--- config.mk ---
export PLATFORM = sky130hd
export DESIGN_NAME = tmr_vote_monitor
export DESIGN_NICKNAME = d
export VERILOG_FILES = /design/src/rtl/tmr_vote_monitor.sv
export SDC_FILE = /design/constraint.sdc
export NUM_CORES = 1
export LEC_CHECK = 0
export ABC_CLOCK_PERIOD_IN_PS = 1600
export BUFFER_PORTS_ARGS = -buffer_cell sky130_fd_sc_hd__buf_2
export CAP_MARGIN = 20
export CORE_MARGIN = 3
export CORE_UTILIZATION = 49
export CTS_CLUSTER_DIAMETER = 30
export DETAILED_ROUTE_END_ITERATION = 16
export PLACE_DENSITY = 0.76
export SLEW_MARGIN = 20
export SYNTH_ARGS = -nofsm -noshare
export SYNTH_HDL_FRONTEND = slang
export SYNTH_SLANG_ARGS = --single-unit
--- constraint.sdc ---
create_clock -name clk -period 1.6 [get_ports clk]
set_input_delay 0.24 -clock clk [delete_from_list [all_inputs] [get_ports clk]]
set_output_delay 0.24 -clock clk [all_outputs]
set_load 0.1 [all_outputs]
--- src/rtl/tmr_vote_monitor.sv ---
// N-channel bitwise majority voter with parity, one-deep valid/ready output stage,
// and per-channel disagreement tracking (saturating error counters, sticky faults).
//
//  state      | meaning
//  -----------+------------------------------------------------------
//  ST_OK      | channel agreed with the vote on its last counted sample
//  ST_SUSPECT | 1..THRESH-1 consecutive mismatching samples
//  ST_FAULT   | THRESH consecutive mismatches seen; sticky until clr_fault/reset
module tmr_vote_monitor #(
  parameter int CH     = 3,
  parameter int WIDTH  = 8,
  parameter int THRESH = 4,
  parameter int CNT_W  = 8
) (
  input  logic                  clk,
  input  logic                  rst_n,
  input  logic                  in_valid,
  output logic                  in_ready,
  input  logic [CH*WIDTH-1:0]   in_data,
  output logic                  out_valid,
  input  logic                  out_ready,
  output logic [WIDTH-1:0]      out_vote,
  output logic [WIDTH-1:0]      out_parity,
  output logic [CH-1:0]         out_mismatch,
  output logic                  out_unanimous,
  output logic [CH-1:0]         fault,
  output logic [CH*CNT_W-1:0]   err_cnt,
  input  logic                  clr_fault
);

  localparam int CW = $clog2(THRESH + 1);
  localparam int VW = $clog2(CH + 1);
  localparam logic [CW-1:0] THR = CW'(THRESH);

  typedef enum logic [1:0] {ST_OK, ST_SUSPECT, ST_FAULT} state_t;

  logic                 r_out_valid;
  logic [WIDTH-1:0]     r_vote;
  logic [WIDTH-1:0]     r_parity;
  logic [CH-1:0]        r_mismatch;
  logic                 r_unanimous;
  state_t               r_state  [CH];
  logic [CW-1:0]        r_consec [CH];
  logic [CNT_W-1:0]     r_err    [CH];

  logic                 w_acc_in;
  logic [WIDTH-1:0]     w_vote;
  logic [WIDTH-1:0]     w_parity;
  logic [CH-1:0]        w_mismatch;
  logic                 w_unanimous;
  state_t               w_state_nxt  [CH];
  logic [CW-1:0]        w_consec_nxt [CH];

  assign in_ready = !r_out_valid || out_ready;
  assign w_acc_in = in_valid && in_ready;

  always_comb begin : p_vote
    logic [VW-1:0] ones;
    w_vote   = '0;
    w_parity = '0;
    ones     = '0;
    for (int i = 0; i < WIDTH; i++) begin
      ones = '0;
      for (int k = 0; k < CH; k++) begin
        ones        = ones + VW'(in_data[k*WIDTH+i]);
        w_parity[i] = w_parity[i] ^ in_data[k*WIDTH+i];
      end
      w_vote[i] = (ones > VW'(CH/2));
    end
  end

  always_comb begin
    w_mismatch  = '0;
    w_unanimous = 1'b1;
    for (int k = 0; k < CH; k++) begin
      w_mismatch[k] = (in_data[k*WIDTH +: WIDTH] != w_vote);
      if (in_data[k*WIDTH +: WIDTH] != in_data[0 +: WIDTH]) w_unanimous = 1'b0;
    end
  end

  // clr_fault is applied before the sample accepted in the same cycle is counted.
  always_comb begin : p_chan
    logic [CW-1:0] base_c;
    logic          base_f;
    logic          nxt_f;
    base_c = '0;
    base_f = 1'b0;
    nxt_f  = 1'b0;
    for (int k = 0; k < CH; k++) begin
      base_c          = clr_fault ? '0 : r_consec[k];
      base_f          = !clr_fault && (r_state[k] == ST_FAULT);
      w_consec_nxt[k] = base_c;
      nxt_f           = base_f;
      if (w_acc_in) begin
        if (w_mismatch[k]) begin
          w_consec_nxt[k] = (base_c >= THR) ? THR : base_c + CW'(1);
          if (w_consec_nxt[k] == THR) nxt_f = 1'b1;
        end else begin
          w_consec_nxt[k] = '0;
        end
      end
      if (nxt_f)                      w_state_nxt[k] = ST_FAULT;
      else if (w_consec_nxt[k] == '0) w_state_nxt[k] = ST_OK;
      else                            w_state_nxt[k] = ST_SUSPECT;
    end
  end

  always_ff @(posedge clk or negedge rst_n) begin
    if (!rst_n) begin
      for (int k = 0; k < CH; k++) begin
        r_state[k]  <= ST_OK;
        r_consec[k] <= '0;
        r_err[k]    <= '0;
      end
    end else begin
      for (int k = 0; k < CH; k++) begin
        r_state[k]  <= w_state_nxt[k];
        r_consec[k] <= w_consec_nxt[k];
        if (w_acc_in && w_mismatch[k] && (r_err[k] != {CNT_W{1'b1}}))
          r_err[k] <= r_err[k] + CNT_W'(1);
      end
    end
  end

  always_ff @(posedge clk or negedge rst_n) begin
    if (!rst_n) begin
      r_out_valid <= 1'b0;
      r_vote      <= '0;
      r_parity    <= '0;
      r_mismatch  <= '0;
      r_unanimous <= 1'b0;
    end else if (w_acc_in) begin
      r_out_valid <= 1'b1;
      r_vote      <= w_vote;
      r_parity    <= w_parity;
      r_mismatch  <= w_mismatch;
      r_unanimous <= w_unanimous;
    end else if (out_ready) begin
      r_out_valid <= 1'b0;
    end
  end

  assign out_valid     = r_out_valid;
  assign out_vote      = r_vote;
  assign out_parity    = r_parity;
  assign out_mismatch  = r_mismatch;
  assign out_unanimous = r_unanimous;

  for (genvar g = 0; g < CH; g++) begin : g_chan
    assign fault[g]                   = (r_state[g] == ST_FAULT);
    assign err_cnt[g*CNT_W +: CNT_W]  = r_err[g];
  end

endmodule

==> flow_summary_export.csv <==
group,metric,value,unit
setup_path,worstSetupPathType,"in2reg",
setup_path,path_delay_family,"simple AND/OR/NAND/NOR gates",
setup_path,r2r_slack,-20,ps
synth,yosysSeqAreaShare,0.437,
power_and_ir_drop,p_int,3840,uW
grt,grt_pass1_wl,14500,um
timing,setup_viol,20,
synth,synthArstFlopShare,1.00,
worst_hold_path,hp-class,"in2reg",
grt,grt-ovfl-total,0,
power_and_ir_drop,power.leakage,0.00238,uW
final_layout,layout_commonest_cell,"nand2_1",
grt,grt_pass1_vias,3141,
final_layout,final_cell_mix,"nand2_1, buf_2, buf_4, dfrtp_1, xnor2_1",
final_layout,layout.nets,535,
floorplan,num_rows,29,
timing,tightest_slew,503,ps
setup_path,path_max_fanout,5,
setup_path,slowest_stage,"fa_2",
status,status,"complete, but fails checks",
timing,final.setup.worst_slack,-72.8,ps
final_layout,seqCellArea,1560,um2
synth,synth_area_leader_cell,"dfrtp_1",
routing,routedWlPerCell,16.1,um
synth,synth_ff_type,"dfrtp_1",
timing,rsz0062_at_grt,"yes",
final_layout,stdcell_count,579,
synth,ys_ff_latch,60,
synth,syn_inst,336,
timing,clock_skew,6.91,ps
clocking,root_buffer,"clkbuf_8",
setup_path,ff2ff_path_depth,6,
final_layout,diodes,0,
final_layout,multiInputGateArea,2180,um2
routing,via_per_inst,5.25,
setup_path,cp-endpoint,"err_cnt[3]",
routing,routed_wl,9330,um
power_and_ir_drop,p_seq_frac,0.287,
placed_design,hpwl,6310,um
placed_design,port_buffers,77,
power_and_ir_drop,pwr-share-comb,0.544,
power_and_ir_drop,p_clk_frac,0.169,
placed_design,place.gp.congestion,0.881,
power_and_ir_drop,ir_drop,1.42,mV
clocking,cts_tree,"yes",
setup_path,rr_endpoint,"err_cnt[5]",
timing,period_share,1.05,
final_layout,fillCellCount,405,
setup_path,worstPathRequired,1810,ps
setup_path,end_kind,"register",
synth,yosys_warnings,0,
clocking,clock_path_buffers,2,
final_layout,area_delta_synth_final,48.1,%
floorplan,pin_count,78,
grt,grt_max_degree,61,
timing,finalCriticalPeriod,1670,ps
clocking,cts_buffers,9,
clocking,clk_latency,340,ps
floorplan,die_area,8050,um2
synth,syn-num-nets,390,
routing,via_count,3040,
setup_path,start_kind,"input pin",
power_and_ir_drop,p_per_area,1610,nW/um2
timing,hold_viol,0,
floorplan,dieWidth,89.7,um
routing,drc,0,
floorplan,core_area,6570,um2
setup_path,cp.buffers_inverters,2,
grt,grt_usage,0.220,
synth,synth_edf_count,0,
timing,slew-limit-headroom,0.667,
synth,netlist_area,3430,um2
clocking,htree_levels,3,
timing,fmax,0.598,GHz
routing,first_pass_iters,5,
clocking,cts.sinks,60,
setup_path,crit_cells,8,
placed_design,post-place-cells,557,
setup_path,r2r_start,"err_cnt[0]",
setup_path,critPathMaxStageDelay,440,ps
synth,yosysTopAreaCellShare,0.437,
status,violations,"negative setup slack",
routing,drt_iter0_drc,103,
routing,drtAntennaViolNets,0,
job,cap_violations,0,
synth,synth_area_leaders,"dfrtp_1, nand2_1, xnor2_1",
final_layout,drive_above_1_share,0.516,
placed_design,place_area,4570,um2
synth,synth.avg_cell_area,10.2,um2
final_layout,design_area,5080,um2
power_and_ir_drop,swShare,0.533,
setup_path,crit_path_start,"in_data[10]",
synth,ys_types,45,
placed_design,pre_cts_slack,-421,ps
setup_path,crit_chain,"buf_2 -> fa_2 -> xnor2_1 -> nand4_1 -> nor2_4 -> buf_4 -> nor4_2 -> xor2_1",
floorplan,die_y,89.7,um
setup_path,cp.arrival,1890,ps
power_and_ir_drop,p_sw,4370,uW
floorplan,start_util,0.523,
timing,maxSlewViolCount,0,
grt,antenna_found_initial,0,
clocking,path_clk_slew,70,ps
-- flip-flops by register name (all words and copies together) (netlist names) --
register	count
err_cnt	24
out_mismatch	3
out_vote	8
out_unanimous	1
r_consec	9
r_state	6
out_parity	8
out_valid	1
-- layout make-up --
class,instances,area share
Multi-Input combinational cell,260,0.428
Inverter,7,0.00517
Clock buffer,15,0.0327
Timing Repair Buffer,143,0.198
Sequential cell,60,0.307
Tap cell,93,0.0229
Clock inverter,1,0.00591
-- Yosys cell counts (3+ instances only) --
master,number
o21ai_0,11
inv_1,6
buf_2,5
dfrtp_1,60
nor2_1,5
nor2b_1,6
xnor2_1,30
nand2b_1,5
fa_1,8
o31ai_1,3
o22ai_1,4
mux2_2,8
nor4_1,5
nor3_1,8
ha_1,17
nand3_1,11
xor2_1,16
nand4_1,12
o21a_1,3
nand2_1,83
-- stage by stage --
| stage | hold slack (ps) | util | TNS, ps | total power [uW] |
|---|---|---|---|---|
| finish | 192 | 0.774 | -664 | 8200 |
| global route | 199 | 0.774 | -2720 | 8520 |
| CTS | 186 | 0.744 | -161 | 8120 |
| detailed placement | 272 | 0.696 | -13220 | 6640 |
| global placement | 271 | 0.696 | -12050 | 6570 |
| floorplan | -55.6 | - | -6540 | 5660 |
-- logic make-up (layout without fill, tap and decap cells) --
| family | after synthesis | count (layout) | synth area share |
|---|---|---|---|
| buffers and inverters | 16 | 166 | 0.0226 |
| XOR/XNOR | 46 | 46 | 0.117 |
| AND/OR/NAND/NOR | 151 | 151 | 0.224 |
| flip-flops | 60 | 60 | 0.437 |
| multiplexers | 9 | 9 | 0.0295 |
| adder cells (fa/ha/maj) | 25 | 25 | 0.109 |
| AO/OA/AOI/OAI | 29 | 29 | 0.0605 |
-- worst min-delay path by stage --
stage                  start           to  depth (start not counted)
detailed placement     rst_n  err_cnt[21]                          2
global placement       rst_n  err_cnt[22]                          2
finish              in_valid    out_valid                          2
floorplan              rst_n  err_cnt[10]                          0
global route        in_valid    out_valid                          2
CTS                 in_valid    out_valid                          2
-- power groups by stage --
stage          logic (uW)  clock network (uW)  registers, uW
4_1_cts              4380                1410           2330
6_report             4460                1390           2360
3_3_place_gp         4240                   0           2330
5_1_grt              4640                1470           2410
3_5_place_dp         4290                   0           2350
2_1_floorplan         840                   0           4820
-- timing repair --
action	in CTS	in global routing
hold buffers	1	0
hold endpoints to repair	60	0
endpoints found under the setup margin	18	36
cloned	0	0
pin swaps	23	26
gates resized for setup	13	42
setup buffers	4	1
-- per-layer routing --
metal / global-route usage / wire [um] / vias up
met5: 0 / 0 / -
met4: 0.0971 / 259 / 0
met3: 0.0459 / 416 / 25
met2: 0.380 / 4780 / 85
met1: 0.266 / 3870 / 1500
li1: - / - / 1430
Power figures use the tool's default switching activity.
